[config.mk]
export PLATFORM = sky130hd
export DESIGN_NAME = fetch_stage
export DESIGN_NICKNAME = d
export VERILOG_FILES = /design/src/rtl/fetch_stage.sv
export SDC_FILE = /design/constraint.sdc
export NUM_CORES = 1
export LEC_CHECK = 0
export CORE_MARGIN = 4
export CORE_UTILIZATION = 40
export DETAILED_ROUTE_END_ITERATION = 16
export GPL_ROUTABILITY_DRIVEN = 1
export PLACE_DENSITY = 0.66
export SYNTH_ARGS = -nofsm -noshare
export SYNTH_HDL_FRONTEND = slang
export SYNTH_SLANG_ARGS = --single-unit
[constraint.sdc]
create_clock -name clk -period 8.3 [get_ports clk]
set_clock_uncertainty 0.05 [all_clocks]
set_input_delay 1.66 -clock clk [delete_from_list [all_inputs] [get_ports clk]]
set_output_delay 1.66 -clock clk [all_outputs]
set_load 0.005 [all_outputs]
[src/rtl/fetch_stage.sv]
// Fetch stage with IF/ID pipeline register: owns the fetch PC, single-outstanding imem req/ack.
// Optional feature: define FETCH_PERF_CNT_EN to add the fetch_wait_cnt stall counter output.
module fetch_stage #(
  parameter logic [31:0] RESET_PC = 32'h0000_0000
) (
`ifdef FETCH_PERF_CNT_EN
  output logic [31:0] fetch_wait_cnt,
`endif
  input  logic        clk,
  input  logic        rst,
  input  logic        PCSrcE,
  input  logic [31:0] PCTargetE,
  input  logic        StallD,
  input  logic        FlushD,
  output logic        imem_req,
  output logic [31:0] imem_addr,
  input  logic        imem_ack,
  input  logic [31:0] imem_rdata,
  output logic [31:0] InstrD,
  output logic [6:0]  OpD,
  output logic [2:0]  funct3D,
  output logic [6:0]  funct7D,
  output logic [31:0] PCD,
  output logic [31:0] PCPlus4D,
  output logic        ValidD
);

  localparam logic [31:0] NOP = 32'h0000_0013;

  typedef enum logic [1:0] {REQ = 2'd0, DRAIN = 2'd1, HOLD = 2'd2} state_t;

  state_t      state_reg, state_next;
  logic        run_reg;
  logic [31:0] pcf_reg, pcf_next;
  logic [31:0] stale_reg, stale_next;
  logic [31:0] hold_instr_reg, hold_instr_next;
  logic [31:0] hold_pc_reg, hold_pc_next;
  logic [31:0] instr_reg, instr_next;
  logic [31:0] pcd_reg, pcd_next;
  logic [31:0] pcp4_reg, pcp4_next;
  logic        valid_reg, valid_next;

  logic        acked;
  logic        load;
  logic [31:0] load_instr, load_pc;
  logic [31:0] target;
  logic        unused_target_bits;

  // run_reg keeps the request low until the first edge after reset release.
  assign imem_req  = run_reg && (state_reg != HOLD);
  assign imem_addr = (state_reg == DRAIN) ? stale_reg : pcf_reg;
  assign acked     = imem_req && imem_ack;
  assign target    = {PCTargetE[31:2], 2'b00};
  assign unused_target_bits = ^PCTargetE[1:0];

  always_comb begin
    state_next      = state_reg;
    pcf_next        = pcf_reg;
    stale_next      = stale_reg;
    hold_instr_next = hold_instr_reg;
    hold_pc_next    = hold_pc_reg;
    load            = 1'b0;
    load_instr      = imem_rdata;
    load_pc         = pcf_reg;
    case (state_reg)
      REQ: begin
        if (PCSrcE) begin
          pcf_next = target;
          if (imem_req && !imem_ack) begin
            stale_next = pcf_reg;
            state_next = DRAIN;
          end
        end else if (acked) begin
          pcf_next = pcf_reg + 32'd4;
          if (StallD) begin
            hold_instr_next = imem_rdata;
            hold_pc_next    = pcf_reg;
            state_next      = HOLD;
          end else begin
            load = 1'b1;
          end
        end
      end
      HOLD: begin
        if (PCSrcE) begin
          pcf_next   = target;
          state_next = REQ;
        end else if (!StallD) begin
          load       = 1'b1;
          load_instr = hold_instr_reg;
          load_pc    = hold_pc_reg;
          state_next = REQ;
        end
      end
      DRAIN: begin
        if (PCSrcE) pcf_next = target;
        if (acked) state_next = REQ;
      end
      default: state_next = REQ;
    endcase
  end

  always_comb begin
    instr_next = instr_reg;
    pcd_next   = pcd_reg;
    pcp4_next  = pcp4_reg;
    valid_next = valid_reg;
    if (FlushD || PCSrcE) begin
      instr_next = NOP;
      valid_next = 1'b0;
    end else if (StallD) begin
      valid_next = valid_reg;
    end else if (load) begin
      instr_next = load_instr;
      pcd_next   = load_pc;
      pcp4_next  = load_pc + 32'd4;
      valid_next = 1'b1;
    end else begin
      instr_next = NOP;
      valid_next = 1'b0;
    end
  end

  always_ff @(posedge clk or negedge rst) begin
    if (!rst) begin
      state_reg      <= REQ;
      run_reg        <= 1'b0;
      pcf_reg        <= RESET_PC;
      stale_reg      <= 32'd0;
      hold_instr_reg <= 32'd0;
      hold_pc_reg    <= 32'd0;
      instr_reg      <= NOP;
      pcd_reg        <= 32'd0;
      pcp4_reg       <= 32'd0;
      valid_reg      <= 1'b0;
    end else begin
      state_reg      <= state_next;
      run_reg        <= 1'b1;
      pcf_reg        <= pcf_next;
      stale_reg      <= stale_next;
      hold_instr_reg <= hold_instr_next;
      hold_pc_reg    <= hold_pc_next;
      instr_reg      <= instr_next;
      pcd_reg        <= pcd_next;
      pcp4_reg       <= pcp4_next;
      valid_reg      <= valid_next;
    end
  end

  assign InstrD   = instr_reg;
  assign OpD      = instr_reg[6:0];
  assign funct3D  = instr_reg[14:12];
  assign funct7D  = instr_reg[31:25];
  assign PCD      = pcd_reg;
  assign PCPlus4D = pcp4_reg;
  assign ValidD   = valid_reg;

`ifdef FETCH_PERF_CNT_EN
  logic [31:0] wait_cnt_reg;

  // Saturating count of cycles spent waiting on instruction memory.
  always_ff @(posedge clk or negedge rst) begin
    if (!rst) begin
      wait_cnt_reg <= 32'd0;
    end else if (imem_req && !imem_ack && (wait_cnt_reg != 32'hFFFF_FFFF)) begin
      wait_cnt_reg <= wait_cnt_reg + 32'd1;
    end
  end

  assign fetch_wait_cnt = wait_cnt_reg;
`else
  // No performance counter in this build.
`endif

endmodule

==> metrics <==
outcome complete, no violations; first-pass GRT wire length 48910 um; Post-Route Setup TNS 0 ps; cts bufs inserted 26; Post-Synth Simple-Gate Area between 10% and 20%; critical path fanouts, max 40; drt initial violations about 730; combinational family with the most area after synthesis multiplexers; Slew Viols, Final 0; Period minus WS final 4849 ps; Setup Viol. Count Final 0; Synth Area in XOR/XNOR between 1 and 1.5%; detailed placement HPWL 21220 um; Rows 61; adder-cell share of the synthesized area less than 1%; Pleak a little over 6 nW; Finished Cell Area 14320 um2; Placer Congestion between 0.8 and 0.9; Die X between 150 and 200 um; RSZ-0062 raised after global routing no; largest net degree at the start of global routing between 90 and 100; period utilisation layout about three fifths; Tot Pwr around 5.0 mW; crit start category input port; IR drop worst, VDD 0.1931 mV; Yosys reg bits approximately 220; CTS tree done; die area around 31000 um2; Diodes inserted 0; Synth Area in Compound Gates about 12%; Syn Inst Count 1107; Avg Cell Area, Syn between 10 and 15 um2; most common flop cell mapped by yosys dfrtp_1; Final #Nets roughly 1300; final hold viol count 0; H-tree levels 1; clk buf depth 3; YS warnings 0; vias in the first global route around 8600; PortBufs ~210; initial core utilization about two fifths; post-CTS sizing 0; Critical Path AT roughly 5200 ps; Least-Margin Pin Slew about 1400 ps; drt drc 0; grt ovf 0; Sink Count around 220; DRT antenna net count 0; max_cap viols 0; Req. time, crit path roughly 8700 ps; Placed Cells ~1600; layout cell share with drive strength beyond 1 between 10% and 20%; post-synthesis mux area share between 10% and 20%; core area ~28000 um2; Crit. End Element register; Mapped Area ~11000 um2; Setup CP Type in -> reg; CTS Hold Buffers Added 0; fin cells 1646; HP Class reg -> reg; Synth cell types between 60 and 70; Die H 175.5 um; Post CTS Setup Buffer Count 0; Layout area overhead 27.50%; root buf cell clkbuf_16; initial antenna violation count 0; clock-pin slew on the worst setup and hold paths roughly 60 ps; Top Ports around 220; drt first pass iters 5; EDFF count, synth 0; GRT Total Usage between 10% and 20%; post-place instance area between 10000 and 15000 um2; Via-to-Cell Ratio ~5.4; Async SR Flop Fraction 100.0%; vias post-DR around 8900; register area share after synthesis between 40% and 50%; total wire length between 30000 and 40000 um; Slew headroom a little under a tenth; Power Density 352.0 nW/um2; Worst-Skew Late Latency 520 ps; average wire per standard cell about 19 um; fmax 206.2 MHz
Yosys cell counts (all sizes together), types with 5 or more instances:
cell,n,area (um2)
dfrtp,219,5480
nand2,177,664.4
mux2,126,1419
o21ai,89,445.4
clkbuf,73,276.5
mux2i,51,510.5
nor2,48,180.2
buf,38,232.7
a21oi,34,170.2
nand4,25,156.4
nand3,24,120.1
a31oi,15,93.84
o22ai,13,81.33
and3,12,75.07
and4,12,105.1
nor3,12,60.06
o31ai,11,82.58
xnor2,10,87.58
a211oi,8,60.06
or3,7,43.79
a22oi,6,45.04
nor4,6,43.79
or4,6,45.04
xor2,6,52.55
a2bb2oi,5,43.79
and2,5,31.28
ha,5,62.56
inv,5,18.77
nor2b,5,31.28
stage by stage:
step / hold slack, ps / util [%] / setup WS, ps
after floorplan: 408.6 / - / 3776
final: 424.6 / 51.67 / 3451
after detailed placement: 412.3 / 48.60 / 3005
after global placement: 411.3 / 48.60 / 3049
after global routing: 439.6 / 51.67 / 3259
after CTS: 427.3 / 51.67 / 3554
power breakdown:
part / switching, mW / internal [mW] / total (mW) / leakage [nW]
clock: 0.432 / 0.703 / 1.14 / 0.419
combinational: 0.846 / 1.06 / 1.90 / 2.99
sequential: 0.471 / 1.53 / 2.00 / 2.73
total: 1.75 / 3.29 / 5.04 / 6.14
final cells by class:
type	count	area (um2)
Fill cell	2537	13390
Timing Repair Buffer	228	2247
Clock inverter	4	70.07
Clock buffer	39	780.7
Multi-Input combinational cell	770	5167
Tap cell	378	473.0
Sequential cell	222	5559
Inverter	5	18.77
cells in the final DEF (no fill, tap or decap), types with 5 or more instances in the layout:
cell type	count
ha_1	5
clkdlybuf4s50_1	211
a31oi_1	15
inv_1	5
a22oi_1	6
o21ai_0	88
nor3_1	12
nand3_1	24
buf_4	16
nand4_1	25
mux2i_1	51
xnor2_1	10
a211oi_1	8
or3_1	7
clkbuf_16	27
clkbuf_8	6
dfrtp_1	219
and2_1	5
o31ai_1	11
mux2_2	126
and3_1	12
o22ai_1	13
nand2_1	177
xor2_1	6
clkbuf_1	6
nor2_1	47
or4_1	5
and4_1	11
a21oi_1	34
a2bb2oi_1	5
worst max-delay path, stage by stage:
cell             delay (ps)
clkdlybuf4s50_1         680
or3b_2                  580
buf_4                   290
or3_1                   420
a222oi_1               1100
a21boi_0                220
o31ai_1                 250
final timing paths:
kind	from	endpoint	slack (ps)	depth (start not counted)
min in group asynchronous	rst	InstrD[9]$_DFFE_PN0P_	1070	1
max	PCSrcE	PCPlus4D[25]$_DFFE_PN0P_	3450	7
min	PCD[30]$_DFFE_PN0P_	PCD[30]$_DFFE_PN0P_	420	2
min reg2reg	PCD[30]$_DFFE_PN0P_	PCD[30]$_DFFE_PN0P_	420	2
max reg2reg	state_reg[0]$_DFFE_PN0P_	PCPlus4D[25]$_DFFE_PN0P_	4620	8
max in group asynchronous	rst	PCD[16]$_DFFE_PN0P_	5620	2
routing by layer:
metal  routed length [um]  share of wire (%)  GRT usage [%]  vias to the layer above
met4                  484                1.6          3.964                        0
met1                15060                 49          30.43                     4398
li1                     -                  -              -                     4234
met2                13390                 44          28.51                      247
met5                    0                  0              0                        -
met3                 1723                5.6          3.164                       33
cell families after synthesis:
group	after synthesis
mux	177
flops	222
xor+xnor	16
buf+inv	116
fa+ha+maj	5
other cells	2
compound gates	219
simple gates	350
Power figures use the tool's default switching activity.
